[src/rtl/lcd_ctrl_pkg.sv]
// Shared definitions for the memory-mapped HD44780-style character-LCD
// controller: FSM state encoding, register offsets within the LCD I/O
// region, the power-up init command sequence and small helper functions.
package lcd_ctrl_pkg;

  // Region base in the LSU I/O map; the decode itself happens in the LSU.
  localparam logic [31:0] LCD_BASE_ADDR = 32'h0000_7030;

  // Byte offsets within the region.
  localparam logic [3:0] LCD_CMD_OFS  = 4'h0;
  localparam logic [3:0] LCD_DATA_OFS = 4'h4;
  localparam logic [3:0] LCD_STAT_OFS = 4'h8;
  localparam logic [3:0] LCD_CTRL_OFS = 4'hC;

  localparam int LCDSTATE_W = 3;

  typedef enum logic [LCDSTATE_W-1:0] {
    ST_PWRUP,
    ST_INIT_ISSUE,
    ST_IDLE,
    ST_SETUP,
    ST_ENABLE,
    ST_HOLD,
    ST_EXEC
  } LcdState_e;

  // 8-bit function set, display on, clear, entry mode increment.
  localparam int         LCD_INIT_LEN  = 4;
  localparam logic [1:0] LCD_INIT_LAST = 2'd3;
  localparam logic [7:0] LCD_INIT_SEQ [LCD_INIT_LEN] = '{8'h38, 8'h0C, 8'h01, 8'h06};

  function automatic int unsigned max2(input int unsigned a, input int unsigned b);
    return (a > b) ? a : b;
  endfunction

  // Clear display (0x01) and return home (0x02/0x03) need the long
  // execution wait; every other command and all data writes are short.
  function automatic logic is_long_cmd(input logic rs, input logic [7:0] data);
    return !rs && (data inside {8'h01, 8'h02, 8'h03});
  endfunction

endpackage

[src/rtl/lcd_cmd_fifo.sv]
// Synchronous FIFO holding queued LCD transfers as {rs, data} entries.
// Pointer-plus-count implementation; no bypass, so a pop only ever sees
// entries written on an earlier edge and full/empty reflect the pre-edge
// count.
//   clk, rst : clock, synchronous active-high reset
//   push     : write wdata (ignored when full)
//   wdata    : entry to store
//   pop      : advance read pointer (ignored when empty)
//   rdata    : head entry, valid when !empty
//   full     : all entries occupied
//   empty    : no entries stored
module lcd_cmd_fifo #(
  parameter int DEPTH = 4,
  parameter int W     = 9
) (
  input  logic         clk,
  input  logic         rst,
  input  logic         push,
  input  logic [W-1:0] wdata,
  input  logic         pop,
  output logic [W-1:0] rdata,
  output logic         full,
  output logic         empty
);

  localparam int AW = $clog2(DEPTH);
  localparam logic [AW:0] DEPTH_CNT = DEPTH[AW:0];

  logic [W-1:0]  mem [DEPTH];
  logic [AW-1:0] wr_ptr;
  logic [AW-1:0] rd_ptr;
  logic [AW:0]   count;
  logic          do_push;
  logic          do_pop;

  assign full    = (count == DEPTH_CNT);
  assign empty   = (count == '0);
  assign do_push = push && !full;
  assign do_pop  = pop && !empty;
  assign rdata   = mem[rd_ptr];

  always_ff @(posedge clk) begin
    if (rst) begin
      wr_ptr <= '0;
      rd_ptr <= '0;
      count  <= '0;
    end else begin
      if (do_push) wr_ptr <= wr_ptr + 1'b1;
      if (do_pop)  rd_ptr <= rd_ptr + 1'b1;
      case ({do_push, do_pop})
        2'b10:   count <= count + 1'b1;
        2'b01:   count <= count - 1'b1;
        default: count <= count;
      endcase
    end
  end

  // NOTE: storage has no reset; empty/count gate every read, so clearing
  // it would only add reset fan-out without changing behaviour.
  always_ff @(posedge clk) begin
    if (do_push) mem[wr_ptr] <= wdata;
  end

endmodule

[src/rtl/lcd_ctrl.sv]
// Memory-mapped HD44780-style character-LCD controller.
// CPU stores to CMD/DATA are queued in a small FIFO; an FSM runs the
// power-up init sequence, then plays each entry onto the LCD bus as
// setup -> enable pulse -> hold -> execution wait. A status word exposes
// busy/full/init_done/overflow.
//   i_clk, i_rst : clock, synchronous active-high reset
//   i_sel        : LSU address decode hit for the LCD region
//   i_wen        : store strobe (qualified by i_sel)
//   i_addr       : byte offset 0x0 CMD, 0x4 DATA, 0x8 STATUS, 0xC CTRL
//   i_wdata      : store data
//   o_rdata      : combinational load data (0 when not selected)
//   o_lcd_data   : LCD DB[7:0]
//   o_lcd_rs     : 0 = command, 1 = data
//   o_lcd_rw     : always 0, the controller only writes
//   o_lcd_en     : LCD enable strobe
//   o_lcd_on     : LCD power/backlight (CTRL bit0)
module lcd_ctrl
  import lcd_ctrl_pkg::*;
#(
  parameter int          FIFO_DEPTH  = 4,
  parameter int unsigned T_PWRUP     = 2_000_000,
  parameter int unsigned T_SETUP     = 2,
  parameter int unsigned T_EN        = 12,
  parameter int unsigned T_HOLD      = 2,
  parameter int unsigned T_EXEC      = 1850,
  parameter int unsigned T_EXEC_LONG = 76_000
) (
  input  logic        i_clk,
  input  logic        i_rst,
  input  logic        i_sel,
  input  logic        i_wen,
  input  logic [3:0]  i_addr,
  input  logic [31:0] i_wdata,
  output logic [31:0] o_rdata,
  output logic [7:0]  o_lcd_data,
  output logic        o_lcd_rs,
  output logic        o_lcd_rw,
  output logic        o_lcd_en,
  output logic        o_lcd_on
);

  // One down-counter serves every timed state, sized for the longest wait.
  localparam int unsigned T_MAX = max2(max2(max2(T_PWRUP, T_EXEC_LONG), max2(T_EXEC, T_EN)),
                                       max2(T_SETUP, T_HOLD));
  localparam int CNT_W = $clog2(T_MAX + 1);

  localparam logic [CNT_W-1:0] LD_PWRUP     = T_PWRUP[CNT_W-1:0];
  localparam logic [CNT_W-1:0] LD_SETUP     = T_SETUP[CNT_W-1:0];
  localparam logic [CNT_W-1:0] LD_EN        = T_EN[CNT_W-1:0];
  localparam logic [CNT_W-1:0] LD_HOLD      = T_HOLD[CNT_W-1:0];
  localparam logic [CNT_W-1:0] LD_EXEC      = T_EXEC[CNT_W-1:0];
  localparam logic [CNT_W-1:0] LD_EXEC_LONG = T_EXEC_LONG[CNT_W-1:0];
  localparam logic [CNT_W-1:0] CNT_LAST     = {{(CNT_W-1){1'b0}}, 1'b1};

  LcdState_e        state;
  logic [CNT_W-1:0] cnt;
  logic [1:0]       init_idx;
  logic             init_done;
  logic             overflow;

  logic             wr;
  logic             push;
  logic [8:0]       push_entry;
  logic             pop;
  logic [8:0]       fifo_rdata;
  logic             fifo_full;
  logic             fifo_empty;
  logic             busy;
  logic             unused_wdata;

  // ---------------------------------------------------------------------
  // Register decode
  // ---------------------------------------------------------------------
  assign wr         = i_sel && i_wen;
  assign push       = wr && ((i_addr == LCD_CMD_OFS) || (i_addr == LCD_DATA_OFS));
  assign push_entry = {(i_addr == LCD_DATA_OFS), i_wdata[7:0]};
  assign pop        = (state == ST_IDLE) && !fifo_empty;
  assign busy       = !fifo_empty || (state != ST_IDLE);
  assign o_lcd_rw   = 1'b0;
  assign unused_wdata = ^i_wdata[31:8];

  // NOTE: every variable driven here gets a default first, so no path
  // leaves it unassigned and no latch is inferred.
  always_comb begin
    o_rdata = '0;
    if (i_sel) begin
      case (i_addr)
        LCD_STAT_OFS: o_rdata = {28'd0, overflow, init_done, fifo_full, busy};
        LCD_CTRL_OFS: o_rdata = {31'd0, o_lcd_on};
        default:      o_rdata = '0;
      endcase
    end
  end

  // Overflow is sticky until software writes 1 to STATUS bit3. A push
  // while full is dropped even if a pop happens on the same edge.
  always_ff @(posedge i_clk) begin
    if (i_rst) begin
      o_lcd_on <= 1'b1;
      overflow <= 1'b0;
    end else begin
      if (wr && (i_addr == LCD_CTRL_OFS)) o_lcd_on <= i_wdata[0];
      if (wr && (i_addr == LCD_STAT_OFS) && i_wdata[3]) overflow <= 1'b0;
      else if (push && fifo_full)                      overflow <= 1'b1;
    end
  end

  lcd_cmd_fifo #(
    .DEPTH (FIFO_DEPTH),
    .W     (9)
  ) u_fifo (
    .clk   (i_clk),
    .rst   (i_rst),
    .push  (push),
    .wdata (push_entry),
    .pop   (pop),
    .rdata (fifo_rdata),
    .full  (fifo_full),
    .empty (fifo_empty)
  );

  // ---------------------------------------------------------------------
  // Bus sequencer. Each timed state loads its duration on entry and
  // leaves on the cycle the counter reads 1, so it lasts exactly that many
  // cycles. o_lcd_rs/o_lcd_data double as the transfer latch and keep the
  // last value while idle.
  // ---------------------------------------------------------------------
  // NOTE: all state here uses non-blocking assignments so every register
  // samples pre-edge values, matching the hardware it describes.
  always_ff @(posedge i_clk) begin
    if (i_rst) begin
      state      <= ST_PWRUP;
      cnt        <= LD_PWRUP;
      init_idx   <= '0;
      init_done  <= 1'b0;
      o_lcd_en   <= 1'b0;
      o_lcd_rs   <= 1'b0;
      o_lcd_data <= '0;
    end else begin
      unique case (state)
        ST_PWRUP: begin
          if (cnt == CNT_LAST) begin
            init_idx <= '0;
            state    <= ST_INIT_ISSUE;
          end else begin
            cnt <= cnt - 1'b1;
          end
        end

        ST_INIT_ISSUE: begin
          o_lcd_rs   <= 1'b0;
          o_lcd_data <= LCD_INIT_SEQ[init_idx];
          cnt        <= LD_SETUP;
          state      <= ST_SETUP;
        end

        ST_IDLE: begin
          if (!fifo_empty) begin
            {o_lcd_rs, o_lcd_data} <= fifo_rdata;
            cnt                    <= LD_SETUP;
            state                  <= ST_SETUP;
          end
        end

        ST_SETUP: begin
          if (cnt == CNT_LAST) begin
            o_lcd_en <= 1'b1;
            cnt      <= LD_EN;
            state    <= ST_ENABLE;
          end else begin
            cnt <= cnt - 1'b1;
          end
        end

        ST_ENABLE: begin
          if (cnt == CNT_LAST) begin
            o_lcd_en <= 1'b0;
            cnt      <= LD_HOLD;
            state    <= ST_HOLD;
          end else begin
            cnt <= cnt - 1'b1;
          end
        end

        ST_HOLD: begin
          if (cnt == CNT_LAST) begin
            cnt   <= is_long_cmd(o_lcd_rs, o_lcd_data) ? LD_EXEC_LONG : LD_EXEC;
            state <= ST_EXEC;
          end else begin
            cnt <= cnt - 1'b1;
          end
        end

        ST_EXEC: begin
          if (cnt == CNT_LAST) begin
            if (init_done) begin
              state <= ST_IDLE;
            end else if (init_idx == LCD_INIT_LAST) begin
              init_done <= 1'b1;
              state     <= ST_IDLE;
            end else begin
              init_idx <= init_idx + 1'b1;
              state    <= ST_INIT_ISSUE;
            end
          end else begin
            cnt <= cnt - 1'b1;
          end
        end

        default: begin
          o_lcd_en <= 1'b0;
          cnt      <= LD_PWRUP;
          state    <= ST_PWRUP;
        end
      endcase
    end
  end

endmodule

[config.mk]
export PLATFORM = sky130hd
export DESIGN_NAME = lcd_ctrl
export DESIGN_NICKNAME = d
export VERILOG_FILES = /design/src/rtl/lcd_ctrl_pkg.sv /design/src/rtl/lcd_cmd_fifo.sv /design/src/rtl/lcd_ctrl.sv
export SDC_FILE = /design/constraint.sdc
export NUM_CORES = 1
export LEC_CHECK = 0
export BUFFER_PORTS_ARGS = -buffer_cell sky130_fd_sc_hd__buf_4
export CAP_MARGIN = 30
export CORE_UTILIZATION = 45
export CTS_CLUSTER_DIAMETER = 200
export CTS_CLUSTER_SIZE = 8
export DETAILED_ROUTE_END_ITERATION = 7
export HOLD_SLACK_MARGIN = 0.15
export PLACE_DENSITY = 0.67
export SETUP_SLACK_MARGIN = 0.3
export SYNTH_ARGS = -nofsm -noshare
export SYNTH_HDL_FRONTEND = slang
export SYNTH_HIERARCHICAL = 1
export SYNTH_SLANG_ARGS = --single-unit
[constraint.sdc]
create_clock -name i_clk -period 3.2 [get_ports i_clk]
set_input_delay 0.32 -clock i_clk [delete_from_list [all_inputs] [get_ports i_clk]]
set_output_delay 0.32 -clock i_clk [all_outputs]
set_load 0.02 [all_outputs]
==> run summary, run 1 <==
==========================================================================================
Vias post-DR                                                                          3562
Final weighted congestion in routability-driven placement                            0.873
CTS resizes                                                                              0
Clock tree from TritonCTS                                                             done
Number of antenna violations at the first check in global routing                        0
Library cell with the highest instance count after synthesis                  sky130_fd_sc_hd__dfxtp_1
Detailed-routing wirelength on met1                                                4.48 mm
Sequential cell area fraction in the yosys report                                    0.447
Most instantiated cells after synthesis                                       48 x sky130_fd_sc_hd__dfxtp_1, 45 x sky130_fd_sc_hd__nor2_1, 38 x sky130_fd_sc_hd__o21ai_0, 36 x sky130_fd_sc_hd__edfxtp_1, 31 x sky130_fd_sc_hd__a21oi_1
Hold path endpoint                                                                overflow
Average wire per cell in the routed design                                         15.6 um
Hold Path Depth                                                                          2
Number of enable flip-flop cells after synthesis                                        36
Clock edge transition at the registers on the reported setup and hold paths        0.10 ns
Top-Level Pins                                                                          84
Vias in the first global route                                                        3268
Crit-path max FO                                                                        16
Startpoint of the lowest-slack register-to-register path                            cnt[0]
Total grt overflow                                                                       0
Number of core rows                                                                     36
DP Cell Count                                                                          617
TritonCTS buffer count                                                                   9
Total of flip-flops plus latches after synthesis                                        84
Summed instance area of the synthesized netlist                                  4570 um^2
Fraction of post-synthesis cell area in the top cell type by area                    0.237
Max-cap violations                                                                       0
Number of routed nets with antenna violations                                            0
Number of different library cells in the post-synthesis netlist                         67
Worst setup SP type                                                              flip-flop
Length of routed met2 wiring                                                       4.87 mm
DRT Pass-1 Iters                                                                         4
Capture point of the worst reg-to-reg path                                         cnt[15]
Yosys top cell by area                                                        sky130_fd_sc_hd__edfxtp_1
Number of setup violations in the final report                                           0
Power density over cell area                                                   673 nW/um^2
Total power of the final layout                                                    3.41 mW
Num Clock Sinks                                                                         84
Chip Width                                                                          103 um
Result of the run                                                             finished clean
Total global routing track utilization                                               0.200
Maximum number of pins on one net before global-route repair                            42
Achievable clock frequency                                                         415 MHz
Crit end category                                                                flip-flop
Final Critical Period                                                              2.41 ns
Layout cells sized above 1                                                           0.158
Setup Skew                                                                       0.0129 ns
CTS Buffer Depth                                                                         2
Met3 Routed Length                                                                  498 um
Leak pwr                                                                           1.78 nW
HP Start                                                                             i_wen
Non-filler cells in the finished layout                                                640
Total die area                                                                  10600 um^2
Count of buffers from port buffering                                                    30
Clock latency of the later-clocked register in the worst-skew pair                 0.36 ns
First-pass GRT wire length                                                         16.0 mm
Count of final hold-check violations                                                     0
DR iter-0 viols                                                                        222
Relative slew slack                                                                  0.505
Final nets                                                                             553
Data required time at the worst endpoint                                           3.46 ns
Total length of routed wires                                                       10.0 mm
Startpoint-to-endpoint class of the critical path                                  reg2reg
Die Y-Extent                                                                        103 um
Synth area leaders                                                            sky130_fd_sc_hd__edfxtp_1 24%, sky130_fd_sc_hd__dfxtp_1 21%, sky130_fd_sc_hd__buf_4 4.9%
Via-per-instance ratio                                                                5.57
N_diodes                                                                                 0
Path depth of the worst reg2reg path                                                     6
Proportion of register bits with asynchronous set or reset after synthesis               0
Pin slew with the least headroom to its limit                                     0.740 ns
Least setup slack across all paths after layout                                   0.793 ns
Arrival time of data at the critical path endpoint                                 2.66 ns
CTS Root Cell                                                                 sky130_fd_sc_hd__clkbuf_8
Avg Inst Size Synth                                                              9.72 um^2
Gate Count Post-Synth                                                                  470
Placeable core region                                                            9820 um^2
Worst setup timing slack at the placement stage                                   0.806 ns
Main flop type after synthesis                                                sky130_fd_sc_hd__dfxtp_1
Starting density of the core                                                         0.465
Fill cell instance count of the final layout                                           933
VDD IR max                                                                          304 uV
Depth of the CTS H-tree                                                                  3
Number of max-slew violations in the final report                                        0
Uppermost layer routed                                                                met4
FF-to-FF setup slack                                                               0.79 ns
Crit path from                                                                      cnt[0]
Final HPWL DP                                                                      6.92 mm
Total Neg Setup Slack                                                                 0 ns
Residual DRC count                                                                       0
Yosys synthesis warning count                                                            6
Area Growth Syn to Fin                                                               10.7%
Post-CTS setup buffers                                                                   0
Final period utilization                                                             0.752
RSZ-0062 raised after global routing                                                    no
Classification of the worst-slack hold path                                         in2reg
Final Core Density                                                                   0.515
==========================================================================================
-- routing by layer --
layer	vias up	GRT usage
met2	109	0.331
li1	1753	-
met1	1687	0.258
met5	-	0
met4	0	0.0650
met3	13	0.0481
-- power by group --
| part | internal, mW | leakage (nW) | switching [mW] |
|---|---|---|---|
| logic | 0.467 | 0.968 | 0.804 |
| registers | 1.24 | 0.716 | 0.137 |
| clock network | 0.307 | 0.100 | 0.447 |
| total | 2.02 | 1.78 | 1.39 |
-- repair_timing --
| action | 4_1_cts | 5_1_grt |
|---|---|---|
| endpoints found under the setup margin | 0 | 0 |
| endpoints found under the hold margin | 14 | 7 |
| hold buffers | 4 | 3 |
-- cells by family (layout without fill, tap and decap cells) --
family          Yosys count  count (layout)  share of synthesized area
compound gates          120             120                      0.168
xor+xnor                  6               6                     0.0115
fa+ha+maj                11              11                     0.0318
buf+inv                  67              76                     0.0835
flops                    84              84                      0.447
mux                      13              13                     0.0539
other cells               1              29                   0.000821
simple gates            168             168                      0.203
-- registers in the layout, indices dropped and copies added, names as in the netlist, named ones only --
name           flops
u_fifo/mem        36
cnt               21
o_lcd_data         8
state              3
u_fifo/count       3
init_idx           2
u_fifo/rd_ptr      2
u_fifo/wr_ptr      2
init_done          1
o_lcd_en           1
o_lcd_on           1
o_lcd_rs           1
overflow           1
-- worst max path at each step --
stage / to / slack (ns) / cells past startpoint
final: cnt[15] / 0.79 / 6
after global routing: cnt[15] / 0.58 / 6
after CTS: cnt[15] / 0.81 / 6
after detailed placement: u_fifo/count[2] / 0.81 / 12
after global placement: cnt[15] / 0.85 / 6
after floorplan: u_fifo/count[2] / 0.81 / 11
-- layout by cell type (no fill, tap or decap), drive strengths merged, types with 6 or more instances in the layout --
| cell | n |
|---|---|
| dfxtp | 48 |
| nor2 | 46 |
| o21ai | 40 |
| buf | 37 |
| edfxtp | 36 |
| a21oi | 31 |
| conb | 29 |
| nand2 | 28 |
| inv | 20 |
| nor3 | 20 |
| nand3 | 16 |
| and2 | 11 |
| ha | 10 |
| nand2b | 9 |
| clkbuf | 9 |
| mux4 | 9 |
| nor4 | 9 |
| a211oi | 7 |
| o211ai | 7 |
| or3 | 7 |
| dlygate4sd3 | 7 |
| nor2b | 6 |
| o31ai | 6 |
-- final cells by class --
type / instances / area, um^2 / area share
timing repair buffer: 44 / 348 / 0.0687
clock inverter: 7 / 68.8 / 0.0136
sequential: 84 / 2040 / 0.404
clock buffer: 9 / 124 / 0.0245
multi-input combinational: 347 / 2250 / 0.445
inverter: 16 / 60.1 / 0.0119
tap: 133 / 166 / 0.0329
-- per-stage QoR --
stage	hold WS [ns]	area [um^2]
2_1_floorplan	0.419	4670
3_5_place_dp	0.482	4800
5_1_grt	0.158	5060
6_report	0.174	5060
4_1_cts	0.151	5030
3_3_place_gp	0.477	4800
-- worst max-delay path, stage by stage (launching register included) --
cell and delay, ns:
sky130_fd_sc_hd__dfxtp_1 0.43, sky130_fd_sc_hd__ha_1 0.19, sky130_fd_sc_hd__nor3b_2 0.30, sky130_fd_sc_hd__nand4_4 0.23, sky130_fd_sc_hd__o21ai_2 0.60, sky130_fd_sc_hd__o21ai_0 0.19, sky130_fd_sc_hd__a221o_1 0.37
No activity file was read; power rests on OpenSTA's default activity.
==> inputs of run 2 (changes only) <==
--- a/config.mk
+++ b/config.mk
@@ -12,7 +12,7 @@
 export CTS_CLUSTER_SIZE = 8
 export DETAILED_ROUTE_END_ITERATION = 7
 export HOLD_SLACK_MARGIN = 0.15
-export PLACE_DENSITY = 0.67
+export PLACE_DENSITY = 0.69
 export SETUP_SLACK_MARGIN = 0.3
 export SYNTH_ARGS = -nofsm -noshare
 export SYNTH_HDL_FRONTEND = slang
==> constraint.sdc (replaced) <==
create_clock -name i_clk -period 2 [get_ports i_clk]
set_input_delay 0.2 -clock i_clk [delete_from_list [all_inputs] [get_ports i_clk]]
set_output_delay 0.2 -clock i_clk [all_outputs]
set_load 0.02 [all_outputs]
==> run 2 against run 1 <==
Effect of this change:
- the run now ends with setup timing left
- sequential power is 64% higher
- largest power group is now combinational cells
- first-iteration DRC count is 3.6% higher
- routed wire length is 31% higher
- clock-buffer cell count stayed put
- cell count is 16% higher
- highest routed layer unchanged
- combinational power grew to 2.7 times the previous value
- register-to-register slack worse by 0.88 ns
==> run summary, run 2 (same netlist as run 1, synthesis figures left out) <==
==========================================================================================
Result of the run                                                             finished, violations left
Violations in the final reports                                               setup timing
Least setup slack across all paths after layout                                 -0.0899 ns   -0.882 ns
Total power of the final layout                                                    6.99 mW   +110%
Total global routing track utilization                                               0.239   +0.0387
Number of routed nets with antenna violations                                            0   unchanged
Setup Skew                                                                       0.0115 ns   -0.00142 ns
Maximum number of pins on one net before global-route repair                            23   -45%
Crit end category                                                                flip-flop
Via-per-instance ratio                                                                5.79   +4.1%
Starting density of the core                                                         0.465   unchanged
DR iter-0 viols                                                                        230   +3.6%
Die Y-Extent                                                                        103 um   unchanged
Hold Slack                                                                        0.161 ns   -0.0129 ns
Fill cell instance count of the final layout                                           703   -25%
TritonCTS buffer count                                                                   9   unchanged
Vias post-DR                                                                          4287   +20%
Leading cell type in the layout, fill and taps excluded                       sky130_fd_sc_hd__buf_4
Layout cells sized above 1                                                           0.410   +0.252
Worst setup SP type                                                              flip-flop
Final period utilization                                                              1.04   +0.293
Post-Layout Inst Area                                                            6590 um^2   +30%
Count of buffers from port buffering                                                    30   unchanged
Post-placement cell area                                                         5330 um^2   +11%
Placeable core region                                                            9820 um^2   unchanged
Number of max-slew violations in the final report                                        0   unchanged
Max-cap violations                                                                       0   unchanged
Final nets                                                                             653   +18%
Startpoint-to-endpoint class of the critical path                                  reg2reg
DP Cell Count                                                                          665   +7.8%
CTS Buffer Depth                                                                         2   unchanged
Crit-path max FO                                                                         7   -9
Number of setup violations in the final report                                          11   +11
Footprint of the multi-input gates                                               2750 um^2   +22%
Power density over cell area                                                  1060 nW/um^2   +58%
Chip Width                                                                          103 um   unchanged
CTS Root Cell                                                                 sky130_fd_sc_hd__clkbuf_8
DRT Pass-1 Iters                                                                         5   +1
Relative slew slack                                                                  0.650   +0.145
Startpoint of the lowest-slack register-to-register path                            cnt[1]
Data required time at the worst endpoint                                           2.32 ns   -1.14 ns
Top register by number of flip-flops                                            u_fifo/mem
Final HPWL DP                                                                      7.68 mm   +11%
Number of core rows                                                                     36   unchanged
Clock tree from TritonCTS                                                             done
Flip-flop count of the largest register after layout                                    36   unchanged
HP Start                                                                             i_wen
Top-Level Pins                                                                          84   unchanged
Total grt overflow                                                                       0   unchanged
Clock edge transition at the registers on the reported setup and hold paths        0.11 ns   about the same
Classification of the worst-slack hold path                                         in2reg
Residual DRC count                                                                       0   unchanged
Average wire per cell in the routed design                                         17.7 um   +13%
Leak pwr                                                                           2.47 nW   +39%
First-pass GRT wire length                                                         19.0 mm   +19%
Achievable clock frequency                                                         478 MHz   +15%
Count of final hold-check violations                                                     0   unchanged
Vias in the first global route                                                        4004   +23%
VDD IR max                                                                          480 uV   +58%
Top Registers                                                                 u_fifo/mem: 36 flops, cnt: 21 flops, o_lcd_data: 8 flops
Crit path from                                                                      cnt[1]
Arrival time of data at the critical path endpoint                                 2.41 ns   -0.25 ns
Final Core Density                                                                   0.671   +0.155
Depth of the CTS H-tree                                                                  3   unchanged
Total length of routed wires                                                       13.1 mm   +31%
Area Growth Syn to Fin                                                               44.1%
Total die area                                                                  10600 um^2   unchanged
Final weighted congestion in routability-driven placement                            0.955   +9.5%
N_diodes                                                                                 0   unchanged
Num Clock Sinks                                                                         84   unchanged
Leading cell types in the layout, fill and taps excluded                      88 x sky130_fd_sc_hd__buf_4, 41 x sky130_fd_sc_hd__nor2_1, 40 x sky130_fd_sc_hd__dfxtp_1, 36 x sky130_fd_sc_hd__edfxtp_1, 30 x sky130_fd_sc_hd__buf_6
Pin slew with the least headroom to its limit                                     0.524 ns   -0.216 ns
Number of antenna violations at the first check in global routing                        0   unchanged
Storage element area                                                             2060 um^2   +1.1%
Final Critical Period                                                              2.09 ns   -0.318 ns
Non-filler cells in the finished layout                                                740   +16%
Clock latency of the later-clocked register in the worst-skew pair                 0.38 ns   +0.02 ns
RSZ-0062 raised after global routing                                                   yes
==========================================================================================
run 2: layout make-up:
type / instances / area share
sequential: 84 / 0.314
inverter: 16 / 0.00912
clock buffer: 9 / 0.0188
multi-input combinational: 351 / 0.417
timing repair buffer: 140 / 0.205
clock inverter: 7 / 0.0112
tap: 133 / 0.0253
run 2: what timing repair did:
action | CTS | global route
endpoints found under the setup margin | 40 | 77
hold endpoints to repair | 35 | 0
pin swaps | 48 | 35
resized for setup | 105 | 38
buffers inserted | 31 | 10
cloned | 3 | 5
hold buffers | 10 | 0
run 2: power by group:
group	total, mW	leakage [nW]	switching, mW	internal, mW
sequential	2.26	0.721	0.261	2.00
clock	1.25	0.103	0.747	0.499
combinational	3.48	1.65	1.91	1.57
run 2: per-layer routing:
| metal | global-route usage | up-vias | part of all wire |
|---|---|---|---|
| li1 | - | 1966 | - |
| met1 | 0.271 | 2037 | 0.37 |
| met2 | 0.411 | 224 | 0.52 |
| met3 | 0.0590 | 60 | 0.066 |
| met4 | 0.133 | 0 | 0.045 |
| met5 | 0 | - | 0 |
run 2: worst max-delay path: stages (launching register included):
cell                       delay, ns
sky130_fd_sc_hd__dfxtp_2        0.34
sky130_fd_sc_hd__inv_2          0.07
sky130_fd_sc_hd__ha_4           0.12
sky130_fd_sc_hd__nor3b_4        0.27
sky130_fd_sc_hd__buf_4          0.17
sky130_fd_sc_hd__and4_4         0.28
sky130_fd_sc_hd__nand2_4        0.08
sky130_fd_sc_hd__buf_6          0.15
sky130_fd_sc_hd__nor4_1         0.30
sky130_fd_sc_hd__a221oi_1       0.09
sky130_fd_sc_hd__a21oi_1        0.14
run 2: per-stage QoR:
stage	setup WS, ns	TNS (ns)
floorplan	-0.0629	-0.0629
global placement	-0.0183	-0.0183
detailed placement	-0.0339	-0.0918
CTS	-0.0521	-0.140
global route	-0.169	-2.28
finish	-0.0899	-0.431
run 2: path summary, 6_finish.rpt:
kind,end,slack [ns],cells after the start
min reg2reg,o_lcd_data[7],0.49,2
max reg2reg,cnt[4],-0.09,10
min,o_lcd_on,0.16,3
max,cnt[4],-0.09,10
